### config.mk
export PLATFORM = sky130hd
export DESIGN_NAME = imem_loader
export DESIGN_NICKNAME = d
export VERILOG_FILES = /design/src/rtl/imem_loader_pkg.sv /design/src/rtl/imem_loader_packer.sv /design/src/rtl/imem_loader.sv
export SDC_FILE = /design/constraint.sdc
export NUM_CORES = 1
export LEC_CHECK = 0
export ABC_AREA = 0
export ABC_CLOCK_PERIOD_IN_PS = 3330
export CAP_MARGIN = 15
export CORE_MARGIN = 2
export CORE_UTILIZATION = 35
export CTS_CLUSTER_SIZE = 24
export DETAILED_ROUTE_END_ITERATION = 16
export DONT_BUFFER_PORTS = 1
export PLACE_DENSITY = 0.5
export SLEW_MARGIN = 40
export SYNTH_ARGS = -nofsm -noshare
export SYNTH_HDL_FRONTEND = slang
export SYNTH_SLANG_ARGS = --single-unit
### constraint.sdc
create_clock -name clk -period 3.33 [get_ports clk]
set_input_delay 0.333 -clock clk [delete_from_list [all_inputs] [get_ports clk]]
set_output_delay 0.333 -clock clk [all_outputs]
set_load 0.03 [all_outputs]
### src/rtl/imem_loader_pkg.sv
// Shared types and constants for the instruction-memory loader: FSM state encoding
// and stream-format widths used by the loader top and its word packer.
package imem_loader_pkg;

    localparam int LEN_W  = 16;  // width of the little-endian word-count header
    localparam int WORD_W = 32;
    localparam int BYTE_W = 8;

    typedef enum logic [2:0] {
        ST_IDLE = 3'd0,
        ST_LEN0 = 3'd1,
        ST_LEN1 = 3'd2,
        ST_DATA = 3'd3,
        ST_DONE = 3'd4
    } state_t;

    // States in which the loader consumes stream bytes.
    function automatic logic is_streaming(input state_t s);
        return (s == ST_LEN0) || (s == ST_LEN1) || (s == ST_DATA);
    endfunction

endpackage

### src/rtl/imem_loader_packer.sv
// Byte-to-word packer: a 2-bit lane counter steers each accepted byte into a
// little-endian pack register and flags the word when its fourth byte arrives.
module imem_word_packer
    import imem_loader_pkg::*;
(
    input  logic              clk,
    input  logic              rst,
    input  logic              clr,
    input  logic              byte_en,
    input  logic [BYTE_W-1:0] byte_in,
    output logic              word_valid,
    output logic [WORD_W-1:0] word
);

    logic [1:0]  lane;
    logic [23:0] pack;

    // The fourth byte is forwarded directly, so the word is complete in the accept cycle.
    assign word_valid = byte_en && (lane == 2'd3);
    assign word       = {byte_in, pack};

    always_ff @(posedge clk) begin
        if (rst || clr) begin
            lane <= 2'd0;
            pack <= '0;
        end else if (byte_en) begin
            lane <= lane + 2'd1;
            case (lane)
                2'd0:    pack[7:0]   <= byte_in;
                2'd1:    pack[15:8]  <= byte_in;
                2'd2:    pack[23:16] <= byte_in;
                default: ;
            endcase
        end
    end

endmodule

### src/rtl/imem_loader.sv
// Instruction-memory loader: parses a length-prefixed byte stream, writes packed
// words into instruction memory and holds the core in reset until the image is complete.
module imem_loader
    import imem_loader_pkg::*;
#(
    parameter int          DEPTH     = 64,
    parameter int          ADDR_W    = $clog2(DEPTH),
    parameter logic [31:0] BASE_ADDR = 32'h0000_0000
) (
    input  logic              clk,
    input  logic              rst,
    input  logic              start,
    input  logic [BYTE_W-1:0] in_data,
    input  logic              in_valid,
    output logic              in_ready,
    output logic              wr_en,
    output logic [31:0]       wr_addr,
    output logic [WORD_W-1:0] wr_data,
    output logic              cpu_rst,
    output logic              busy,
    output logic              done,
    output logic              err
);

    localparam logic [LEN_W-1:0] DEPTH_W = LEN_W'(DEPTH);

    state_t             state, state_n;
    logic [LEN_W-1:0]   n_len;
    logic [LEN_W-1:0]   index;
    logic [LEN_W-1:0]   hdr_len;
    logic               accept;
    logic               start_ok;
    logic               last_word;
    logic               word_valid;
    logic [WORD_W-1:0]  word;

    assign in_ready  = is_streaming(state);
    assign busy      = is_streaming(state);
    assign accept    = in_valid && in_ready;
    assign start_ok  = start && ((state == ST_IDLE) || (state == ST_DONE));
    assign hdr_len   = {in_data, n_len[7:0]};
    assign last_word = (index == n_len - LEN_W'(1));

    imem_word_packer u_packer (
        .clk        (clk),
        .rst        (rst),
        .clr        (start_ok),
        .byte_en    (accept && (state == ST_DATA)),
        .byte_in    (in_data),
        .word_valid (word_valid),
        .word       (word)
    );

    // NOTE: sequential state uses non-blocking (<=) so every register samples pre-edge values.
    always_ff @(posedge clk) begin
        if (rst) begin
            state <= ST_IDLE;
        end else begin
            state <= state_n;
        end
    end

    // NOTE: state_n gets its default before the case, so no path can infer a latch.
    always_comb begin
        state_n = state;
        case (state)
            ST_IDLE, ST_DONE: begin
                if (start) state_n = ST_LEN0;
            end
            ST_LEN0: begin
                if (accept) state_n = ST_LEN1;
            end
            ST_LEN1: begin
                if (accept) state_n = (hdr_len == '0) ? ST_DONE : ST_DATA;
            end
            ST_DATA: begin
                if (word_valid && last_word) state_n = ST_DONE;
            end
            default: state_n = ST_IDLE;
        endcase
    end

    always_ff @(posedge clk) begin
        if (rst) begin
            n_len   <= '0;
            index   <= '0;
            wr_en   <= 1'b0;
            wr_addr <= BASE_ADDR;
            wr_data <= '0;
            cpu_rst <= 1'b1;
            done    <= 1'b0;
            err     <= 1'b0;
        end else begin
            wr_en <= 1'b0;

            if (start_ok) begin
                cpu_rst <= 1'b1;
                done    <= 1'b0;
                err     <= 1'b0;
                index   <= '0;
            end else if (done) begin
                // Release the core one cycle after the image is declared complete.
                cpu_rst <= 1'b0;
            end

            case (state)
                ST_LEN0: begin
                    if (accept) n_len[7:0] <= in_data;
                end
                ST_LEN1: begin
                    if (accept) begin
                        n_len[15:8] <= in_data;
                        index       <= '0;
                        if (hdr_len == '0)    done <= 1'b1;
                        if (hdr_len > DEPTH_W) err <= 1'b1;
                    end
                end
                ST_DATA: begin
                    if (word_valid) begin
                        // Oversized images are drained but never written past the last word.
                        if (index < DEPTH_W) begin
                            wr_en   <= 1'b1;
                            wr_addr <= BASE_ADDR + {{(30 - ADDR_W){1'b0}}, index[ADDR_W-1:0], 2'b00};
                            wr_data <= word;
                        end
                        index <= index + LEN_W'(1);
                        if (last_word) done <= 1'b1;
                    end
                end
                default: ;
            endcase
        end
    end

endmodule

Yosys cells after proc, flatten, opt, wreduce, memory -nomap -nowiden
Cells that the tools add are included.
Cells by class
  muxes and demuxes: 21
  equal/unequal tests: 12
  reductions and logical operators: 22
  add/sub/neg operators: 3
  bitwise gates (word level): 2
  order comparisons: 2
Operators with widths (count)
  16-bit two-way mux: 3
  16-bit one-hot mux with 2 select lines: 1
  16-bit by 1-bit adder with 16-bit output (second input constant): 1
  16-bit equality test: 1
  16-bit by 7-bit > comparator with 1-bit output (second input constant): 1
  16-bit zero test: 1
  16-bit by 7-bit < comparator with 1-bit output (second input constant): 1
  16-bit by 1-bit subtractor with 16-bit output (second input constant): 1
  3-bit two-way mux: 5
  3-bit one-hot mux with 4 select lines: 1
  1-bit two-way mux: 10
  2-bit AND reduction: 5
  3-bit by 2-bit equality test with 1-bit output (second input constant): 2
  2-bit inequality test (second input constant): 3
  1-bit logical AND: 5
  2-bit equality test (second input constant): 2
  1-bit logical OR: 4
  4-bit AND reduction: 1
  2-bit OR reduction: 2
  3-bit by 1-bit equality test with 1-bit output (second input constant): 1
  3-bit equality test (second input constant): 1
  3-bit zero test: 1
  3-bit AND reduction: 1
  3-bit OR reduction: 1
  other kinds (6): 7
Word-level totals
  word-level logic and storage cells: 76
  input port bits: 12
  flip-flop bits (word level): 103
  output and inout port bits: 70

Logic depth before layout (Yosys ltp)
  depth after elaboration: 9
  mapped depth: 9
  gate-level depth less buffers: 8

Hierarchy
Synthesis repeated with hierarchy kept, for this count alone.
Unflattened totals
  cells, all modules: 648
  area, all modules: 5350.1 um2
Modules (own cells, without submodules)
  imem_loader: seq. area each 1541.5 um2, cells each 515, area each 3960.0 um2, instances 1
  imem_word_packer: seq. area each 520.5 um2, cells each 133, area each 1390.1 um2, instances 1

Worst setup path before layout
No wires, ideal clock.
  path type: register to register
  from: register n_len[2]
  to: register state[1]
  required time: 3196 ps
  library setup time: 134 ps
  arrival: 2087 ps
  buffers on the path: 2
  stages on the path, launching flop included: 9
  setup slack: 1109 ps
  period minus slack after synthesis: 2221 ps
  cell sequence: dfxtp_1 > buf_6 > or4_4 > buf_6 > or4_4 > xnor2_1 > nand4_1 > nor3_1 > a211oi_1
On the way
  word-level cells in the longest chain between the ends: 5
  elaborated cells between the ends (all ways): 9
  those cells by class: 1 x add/sub; 2 x eq/ne; 3 x mux; 3 x reduce/logical
RTL lines
  start, declared: line imem_loader.sv:28  | logic [LEN_W-1:0] n_len;
  start signal, assigned: line imem_loader.sv:108  | if (accept) n_len[7:0] <= in_data;
  16-bit by 1-bit subtractor with 16-bit output: line imem_loader.sv:42  | assign last_word = (index == n_len - LEN_W'(1));
  16-bit equality test: line imem_loader.sv:42
  1-bit logical AND: line imem_loader.sv:77  | if (word_valid && last_word) state_n = ST_DONE;
  2-bit by 1-bit inequality test with 1-bit output (no source line)
  4-bit AND reduction (no source line)
  end signal, assigned: line imem_loader.sv:59  | state <= state_n;
  end, declared: line imem_loader.sv:27  | state_t state, state_n;
Several ways; a longest one is shown, not always the timed one. The select of a mux whose other input is x is not followed.
A chain may end at the register's enable or synchronous reset.

Worst setup path after layout
  from: register state[0]
  to: register wr_data[13]
On the way
  word-level cells in the longest chain between the ends: 7
  elaborated cells between the ends (all ways): 9
  those cells by class: 3 x eq/ne; 6 x reduce/logical
RTL lines
  3-bit by 1-bit equality test with 1-bit output or 3-bit by 2-bit equality test with 1-bit output (tied branches): line imem_loader_pkg.sv:19  | return (s == ST_LEN0) || (s == ST_LEN1) || (s == ST_DATA);
  1-bit logical OR (2 in a row): line imem_loader_pkg.sv:19
  1-bit logical AND: line imem_loader.sv:39  | assign accept = in_valid && in_ready;
  1-bit logical AND: line imem_loader.sv:48  | .byte_en (accept && (state == ST_DATA)),
  1-bit logical AND: line imem_loader_packer.sv:19  | assign word_valid = byte_en && (lane == 2'd3);
  3-bit AND reduction (no source line) (*)
  end signal, assigned: line imem_loader.sv:124  | wr_data <= word;
  end, declared: line imem_loader.sv:18  | output logic [WORD_W-1:0] wr_data,
Mark *: on every way between the ends. The rest lies on a longest branch, timed or not.

==> results.toml <==
[run_status]
status = "completed"

[final_layout]
final_cells = 796
area_growth_pct = 5.471
n_antenna_cell = 0
layout-drive-gt1-share_pct = 5.519
nets = 630

[die]
core.rowCount = 43
dieArea_um2 = 15080
die_x_um = 122.8
die_h_um = 122.8
design.core.area_um2 = 13830
initial_core_util_pct = 35.73
num_io_pins = 82

[grt]
grt_pass1_vias = 3889
grt_overflow = 0
grt_max_degree = 78
grt.total_usage_pct = 18.03
antenna_found_initial = 0
grt_first_pass_wirelength_um = 20880

[critical_path]
cp_top_family = "simple AND/OR/NAND/NOR gates"
required_ns = 3.62
crit_path_max_incr_delay_ns = 0.58
critPathCaptureType = "flop"
worstPathMaxFanout = 38
path_class = "flop to flop"
cp_slowest_cell = "and4b_1"
start_kind = "flop"
crit_path_start = "state[0]$_SDFFE_PP0P_"
cp_data_arrival_time_ns = 2.78
path_buf_inv = 1
timing.rr.start = "state[0]$_SDFFE_PP0P_"
path_cells = "and4b_1 > and2_1 > and3_1 > buf_4 > nand2_1 > a21oi_1"

[clock_network]
clk_pin_slew_ns = 0.07
clock_sinks = 103
numCtsBuffers = 9
ctsLongestPathBuffers = 2
postCtsHoldBufs = 0
cts_setup_buffers = 0
cts-root-buf = "clkbuf_16"
cts_tree = "yes"
cts_resized = 0
clock_latency_ns = 0.36
htree_levels = 3

[timing]
finalSetupTns_ns = 0
rsz0062_at_grt = "no"
min_period_over_period_pct = 74.78
clock.fmax_mhz = 401.6
fin_crit_ns = 2.490
tightest_slew_ns = 0.5878
setup_viol = 0
fin_skew_ns = 0.005711
max-slew-margin-rel_pct = 60.49
slew_violations = 0
finalHoldViolCount = 0

[drt]
postRouteAntennaNets = 0
viasPerCell = 5.291
via_count = 4212
first_iter_violations = 263
drc = 0
wl_per_cell_um = 16.46
first_pass_iters = 5
routed_wl_um = 13110

[placement]
dp_cells = 780
hpwl_um = 9245
gp_congestion = 0.8823
port_buffers = 0

[worst_hold_path]
min_path_type = "primary input to flop"
min_from = "rst"

[power_and_ir_drop]
p_clk_share_pct = 40.2
p_int_mw = 1.882
ir_drop_uv = 276.4
power_density_nw_per_um2 = 496.4
p_comb_share_pct = 10.7
p_leak_nw = 1.729
switching_power_mw = 0.7045
finalPower_mw = 2.586
sw_frac_of_total_pct = 27.24
seqPwrFrac_pct = 49.2

[logic_synthesis]
synth_top_cell_by_area = "dfxtp_1"
yosysUniqueCellTypes = 55
synth-edff-count = 0
synthTopCellsByArea = "dfxtp_1 42%, nand2_1 12%, a21oi_1 8.7%"
ys_warn_count = 0
yosysSeqAreaShare_pct = 41.74
synth_area_per_cell_um2 = 7.718
synth_area_um2 = 4940
synth_cells = 640
synth_ff_type = "dfxtp_1"
async_flop_share_pct = 0
yosysTopAreaCellShare_pct = 41.74
synth-seq-cells = 103

[run]
maxCapViolCount = 0
## per-layer routing
| layer | up-vias | wire, um | global-route usage [%] |
|---|---|---|---|
| li1 | 2114 | - | - |
| met4 | 0 | 182 | 6.537 |
| met1 | 1989 | 5869 | 22.53 |
| met3 | 18 | 672 | 5.019 |
| met5 | - | 0 | 0 |
| met2 | 91 | 6380 | 29.63 |
## flip-flops by register name, indices dropped and copies added, names as in the netlist
signal	flops
err	1
done	1
wr_en	1
u_packer.lane	2
index	16
u_packer.pack	24
n_len	16
state	3
wr_data	32
wr_addr	6
cpu_rst	1
## cell families (layout without fill, tap and decap cells)
kind of cell    Yosys count  count (layout)  synth area share, %
buf+inv                  81              32                8.612
simple gates            287             287                27.03
xor+xnor                 20              20                3.546
mux                       1               1               0.2279
other cells               1              26              0.07591
fa+ha+maj                 7               7                1.773
compound gates          140             140                17.00
flops                   103             103                41.74
## layout by cell type (no fill, tap or decap), drive strengths merged, types with 2 or more instances in the layout
master / count
nand2: 154
dfxtp: 103
a21oi: 86
nand3: 35
conb: 26
nor2: 25
xnor2: 15
inv: 14
o21ai: 12
nand4: 11
nor3: 10
clkbuf: 10
a311oi: 9
nor4: 9
or4: 9
ha: 7
nor2b: 6
and2: 5
xor2: 5
a31oi: 5
buf: 5
or2: 5
and3: 4
or3: 4
o31ai: 3
o41ai: 3
o211a: 3
nand2b: 3
clkinv: 3
and4b: 2
nor4b: 2
o221ai: 2
a21boi: 2
a211oi: 2
## synthesized netlist by cell type (3+ instances only)
| cell type | instances |
|---|---|
| o41ai_1 | 3 |
| o21ai_0 | 12 |
| dfxtp_1 | 103 |
| ha_1 | 7 |
| xor2_1 | 5 |
| xnor2_1 | 15 |
| buf_4 | 27 |
| buf_2 | 4 |
| and2_1 | 5 |
| a21oi_1 | 86 |
| or4_1 | 6 |
| nand3_1 | 35 |
| a31oi_1 | 5 |
| and3_1 | 4 |
| o211a_1 | 3 |
| nor2b_1 | 6 |
| nor3_1 | 10 |
| nand4_1 | 11 |
| or4_4 | 3 |
| nor2_1 | 25 |
| nand2b_1 | 3 |
| nor4_1 | 9 |
| nand2_1 | 154 |
| a311oi_1 | 9 |
| o31ai_1 | 3 |
| clkbuf_1 | 36 |
| or2_2 | 4 |
| or3_1 | 4 |
| inv_1 | 11 |
## power by group through the flow
stage                     Clock [mW]  Combinational, mW  Sequential (mW)
final                           1.04              0.276             1.27
after global placement             0              0.272             1.30
after detailed placement           0              0.273             1.30
after CTS                       1.07              0.274             1.27
after global routing            1.10              0.304             1.27
after floorplan                    0              0.281             1.28
## worst register-to-register path, stage by stage (launching register included)
cell and delay [ns]:
dfxtp_1 0.51, and4b_1 0.59, and2_1 0.48, and3_1 0.23
buf_4 0.33, nand2_1 0.13, a21oi_1 0.15
## worst paths after layout
check | to | slack (ns) | depth (start not counted)
min | index[8]$_SDFF_PP0_ | 0.05 | 1
max | wr_data[13]$_SDFFE_PP0P_ | 0.84 | 6
min reg2reg | wr_data[3]$_SDFFE_PP0P_ | 0.45 | 2
max reg2reg | wr_data[13]$_SDFFE_PP0P_ | 0.84 | 6
## layout make-up
class / instances / area (um^2)
clock buffer: 10 / 239.0
sequential: 103 / 2062
multi-input combinational: 481 / 2554
fill: 1454 / 8617
timing repair buffer: 5 / 37.54
inverter: 11 / 41.29
clock inverter: 6 / 51.30
tap: 180 / 225.2
## metrics by stage
stage,utilization (%),hold WS [ns],setup WS [ns],area [um^2]
final,37.68,0.05098,0.8399,5210
after global routing,37.68,0.03639,0.5678,5210
after CTS,37.67,0.04024,0.8132,5209
after detailed placement,35.57,0.4210,0.8131,4918
after global placement,35.53,0.4184,0.9106,4912
after floorplan,-,0.4366,1.109,5034
Note: power is estimated with default switching activity, not from simulation.
